**src/rtl/seg7_frame_decoder.sv**
```systemverilog
// Seven-segment pattern stream to packed BCD frame decoder.
// Collects NUM_DIGITS patterns (MSD first) and holds the frame on a valid/ready port.
module seg7_frame_decoder #(
  parameter int NUM_DIGITS = 4
) (
  input  logic                    clk,
  input  logic                    reset,
  input  logic [6:0]              leds,
  input  logic                    in_first,
  input  logic                    in_valid,
  output logic                    in_ready,
  output logic [4*NUM_DIGITS-1:0] bcd_out,
  output logic [NUM_DIGITS-1:0]   digit_err,
  output logic                    out_err,
  output logic                    out_valid,
  input  logic                    out_ready
);

  localparam int CW = $clog2(NUM_DIGITS + 1);

  typedef enum logic {
    COLLECT = 1'b0,
    HOLD    = 1'b1
  } state_t;

  state_t                  r_state, w_state_n;
  logic [CW-1:0]           r_cnt, w_cnt_n;
  logic [4*NUM_DIGITS-1:0] r_bcd, w_bcd_n;
  logic [NUM_DIGITS-1:0]   r_err, w_err_n;
  logic                    r_valid, w_valid_n;

  logic [3:0]    w_nib;
  logic          w_bad;
  logic          w_acc;
  logic          w_restart;
  logic [CW-1:0] w_k;

  always_comb begin
    w_nib = 4'hF;
    w_bad = 1'b0;
    case (leds)
      7'h3F: w_nib = 4'd0;
      7'h06: w_nib = 4'd1;
      7'h5B: w_nib = 4'd2;
      7'h4F: w_nib = 4'd3;
      7'h66: w_nib = 4'd4;
      7'h6D: w_nib = 4'd5;
      7'h7D: w_nib = 4'd6;
      7'h07: w_nib = 4'd7;
      7'h7F: w_nib = 4'd8;
      7'h6F: w_nib = 4'd9;
      default: begin
        w_nib = 4'hF;
        w_bad = 1'b1;
      end
    endcase
  end

  assign in_ready  = (r_state == COLLECT) && !reset;
  assign w_acc     = in_valid && in_ready;
  assign w_restart = in_first || (r_cnt == '0);
  assign w_k       = in_first ? '0 : r_cnt;

  always_comb begin
    w_state_n = r_state;
    w_cnt_n   = r_cnt;
    w_bcd_n   = r_bcd;
    w_err_n   = r_err;
    w_valid_n = r_valid;
    case (r_state)
      COLLECT: begin
        if (w_acc) begin
          // resync drops whatever partial frame was collected
          if (in_first) begin
            w_bcd_n = '0;
            w_err_n = '0;
          end
          for (int i = 0; i < NUM_DIGITS; i++) begin
            if (CW'(NUM_DIGITS - 1 - i) == w_k) begin
              w_bcd_n[4*i +: 4] = w_nib;
              w_err_n[i]        = w_bad;
            end
          end
          if (w_k == CW'(NUM_DIGITS - 1)) begin
            w_cnt_n   = '0;
            w_state_n = HOLD;
            w_valid_n = 1'b1;
          end else begin
            w_cnt_n = w_k + CW'(1);
          end
        end
      end
      HOLD: begin
        if (r_valid && out_ready) begin
          w_valid_n = 1'b0;
          w_state_n = COLLECT;
        end
      end
      default: w_state_n = COLLECT;
    endcase
  end

  always_ff @(posedge clk or posedge reset) begin
    if (reset) begin
      r_state <= COLLECT;
      r_cnt   <= '0;
      r_bcd   <= '0;
      r_err   <= '0;
      r_valid <= 1'b0;
    end else begin
      r_state <= w_state_n;
      r_cnt   <= w_cnt_n;
      r_bcd   <= w_bcd_n;
      r_err   <= w_err_n;
      r_valid <= w_valid_n;
    end
  end

  assign bcd_out   = r_bcd;
  assign digit_err = r_err;
  assign out_err   = |r_err;
  assign out_valid = r_valid;

  logic w_unused;
  assign w_unused = w_restart;

endmodule

```
**config.mk**
```make
export PLATFORM = sky130hd
export DESIGN_NAME = seg7_frame_decoder
export DESIGN_NICKNAME = d
export VERILOG_FILES = /design/src/rtl/seg7_frame_decoder.sv
export SDC_FILE = /design/constraint.sdc
export NUM_CORES = 1
export LEC_CHECK = 0
export ABC_AREA = 1
export ABC_CLOCK_PERIOD_IN_PS = 1750
export BUFFER_PORTS_ARGS = -buffer_cell sky130_fd_sc_hd__buf_2
export CAP_MARGIN = 20
export CELL_PAD_IN_SITES_DETAIL_PLACEMENT = 1
export CELL_PAD_IN_SITES_GLOBAL_PLACEMENT = 1
export CORE_AREA = 2 2 76 78
export CTS_CLUSTER_SIZE = 16
export DETAILED_ROUTE_END_ITERATION = 6
export DIE_AREA = 0 0 78 80
export GPL_TIMING_DRIVEN = 0
export PLACE_DENSITY = 0.64
export SLEW_MARGIN = 10
export SYNTH_ARGS = -nofsm -noshare
export SYNTH_HDL_FRONTEND = slang
export SYNTH_SLANG_ARGS = --single-unit
export TNS_END_PERCENT = 20
```
**constraint.sdc**
```tcl
create_clock -name clk -period 1.75 [get_ports clk]
set_clock_uncertainty 0.2 [all_clocks]
set_input_delay 0.35 -clock clk [delete_from_list [all_inputs] [get_ports clk]]
set_output_delay 0.35 -clock clk [all_outputs]
set_load 0.03 [all_outputs]
```
==> results.cfg <==
[run_status]
status = completed

[final_layout]
num_antenna_cells = 0
layout.nets = 232
area_delta_synth_final_pct = 25.19
final_common_cell = nand2_1
instances_no_fill = 287
drive_gt1_share_pct = 27.44
final_design_area_no_fill_um2 = 1660
final_cell_mix = nand2_1 (66), buf_2 (34), inv_1 (26)

[synth]
ys_seq_area_share_pct = 47.17
muxShareOfSynthArea_pct = 0
synth_compound_area_share_pct = 6.604
synth_top_family_by_area = simple AND/OR/NAND/NOR gates
synth_cells = 176
ys_types = 19
synthesis.nets = 192
ys_seq_elements = 25
synth_xor_area_share_pct = 0
avgSynthCellArea_um2 = 7.536
yosys.area_share.simple_pct = 34.25
yosysWarnings = 0
synth_adder_area_share_pct = 3.774
syn-cell-area_um2 = 1326

[detailed_routing]
dr.pass1.iters = 4
drt_iter0_drc = 51
vias_per_cell = 4.251
wl_um = 3187
ant_nets = 0
drc_errors = 0
routedWlPerCell_um = 11.10
vias = 1220

[placed_design]
place_congestion = 0.7950
dp_hpwl_um = 2582
placed_area_um2 = 1587
placed_cells = 282
io_buffers = 34

[pwr]
worst_ir_drop_vdd_mv = 0.4134
pwr-share-clk_pct = 14.5
cellLeakagePower_nw = 0.9821
p_sw_mw = 1.128
p_seq_share_pct = 38.4
switching_share_pct = 46.75
internal_power_mw = 1.285
power_density_nw_per_um2 = 1453
total_power_mw = 2.413
combPwrFrac_pct = 47.0

[die]
die_x_um = 78
fp-row-count = 27
die_height_um = 80
num_io_pins = 35
core_um2 = 5405
die_area_um2 = 6240
start_util_pct = 24.54

[critical_path]
path_buf_inv = 4
slowest_delay_ns = 0.37
cp_common_cell = inv_1
cp_cell_sequence = inv_2 -> nor2_4 -> inv_1 -> ha_1 -> inv_1 -> nor2_1 -> nand2_2 -> nand2_1 -> inv_1 -> nand2_1 -> o31ai_1
rr_worst_depth = 11
cp.depth = 11
arrival_ns = 1.59
crit_slowest_cell = dfrtp_1
crit_required_ns = 1.73
startpoint_type = flop
cp-end-kind = flop
crit_family = simple AND/OR/NAND/NOR gates
critPathKind = flop to flop
crit_fanout = 5

[clock_tree]
clk_pin_slew_ns = 0.09
cts_sinks = 25
cts_buffers = 3
htreeDepth = 1
clk_path_buf_depth = 2
cts_tree = done
worstSkewPairLatency_ns = 0.26
root_buffer = clkbuf_8

[timing]
rsz0062_at_grt = true
hold_violations = 0
fmax_mhz = 620.7
relSlewSlack_pct = 36.38
setup_viol = 0
min_period_over_period_pct = 92.06
drv_slew = 0
tightest_slew_ns = 0.9532
min_period_ns = 1.611
fin_setup_tns_ns = 0

[grt]
met2_usage_pct = 19.22
grt_pass1_vias = 1194
grt_pass1_wl_um = 5285
grt-ovfl-total = 0
grtUsageTotal_pct = 10.60
grt_busiest_layer = met2
grt_max_degree = 26
gr-usage-met3_pct = 1.923
antenna_found_initial = 0
gr-usage-met1_pct = 12.55

[hold_path]
min-delay-path-class = input pin to asynchronous set/reset pin

[run]
drv_cap = 0
-- layout make-up --
type                       count  area (um^2)
clock buffer                   3        41.29
inverter                      29        108.9
clock inverter                 1        7.507
tap                           72        90.09
timing repair buffer          35        177.7
multi-input combinational    122        609.3
fill                         705         3745
sequential                    25        625.6
-- cell usage after synthesis --
master / instances / area share (%)
nand2_4: 3 / 2.5
nand3_2: 1 / 0.75
nand2_1: 70 / 20
nand3_1: 2 / 0.75
nor2_4: 1 / 0.85
inv_1: 28 / 7.9
nand4_1: 1 / 0.47
nor2_2: 4 / 1.9
nor4_1: 1 / 0.47
nor2_1: 16 / 4.5
a211oi_1: 1 / 0.57
ha_1: 4 / 3.8
nor3_1: 2 / 0.75
nand2_2: 3 / 1.4
o22ai_1: 4 / 1.9
o31ai_1: 4 / 2.3
o21ai_0: 5 / 1.9
inv_2: 1 / 0.28
dfrtp_1: 25 / 47
-- power groups by stage --
| stage | Clock, mW | Sequential [mW] | Combinational [mW] |
|---|---|---|---|
| floorplan | 0 | 1.31 | 0.391 |
| global placement | 0 | 0.934 | 1.11 |
| detailed placement | 0 | 0.937 | 1.13 |
| CTS | 0.364 | 0.928 | 1.14 |
| global route | 0.392 | 0.956 | 1.24 |
| finish | 0.351 | 0.927 | 1.13 |
-- routing by layer --
| layer | vias to the layer above | routed length (um) |
|---|---|---|
| li1 | 613 | - |
| met1 | 582 | 1430 |
| met2 | 23 | 1571 |
| met3 | 2 | 151 |
| met4 | 0 | 34 |
| met5 | - | 0 |
-- stage by stage --
stage               setup slack, ns  util (%)  hold WS [ns]
floorplan                   0.04507         -        0.1773
global placement            -0.1440     29.35        0.2615
global route              -0.001178     30.72        0.1465
CTS                         0.01902     30.35        0.1346
detailed placement          -0.1719     29.35        0.2644
finish                       0.1389     30.72        0.1043
-- state kept, by name (all words and copies together) (netlist names) --
signal,flops
digit_err,4
r_cnt,3
out_valid,1
r_state,1
bcd_out,16
-- final timing paths --
| path | from | end | slack, ns |
|---|---|---|---|
| setup / recovery | r_cnt[0] | bcd_out[5] | 0.14 |
| hold / removal | reset | bcd_out[13] | 0.10 |
| setup reg to reg | r_cnt[0] | bcd_out[5] | 0.14 |
| hold reg to reg | bcd_out[2] | bcd_out[2] | 0.28 |
| max in group asynchronous | reset | digit_err[2] | 0.67 |
| min in group clk | out_ready | r_state | 0.14 |
-- repair_timing --
item                                    4_1_cts  5_1_grt
cloned                                        0        0
endpoints found under the setup margin       10       17
hold buffers                                  0        0
buffers inserted                              0        1
resized for setup                             2        6
-- cells by family after synthesis --
logic type                 count (synthesis)
and+or+nand+nor                          104
buffers and inverters                     29
DFF                                       25
AOI/OAI and AO/OA                         14
adders and majority gates                  4
Power figures use the tool's default switching activity.
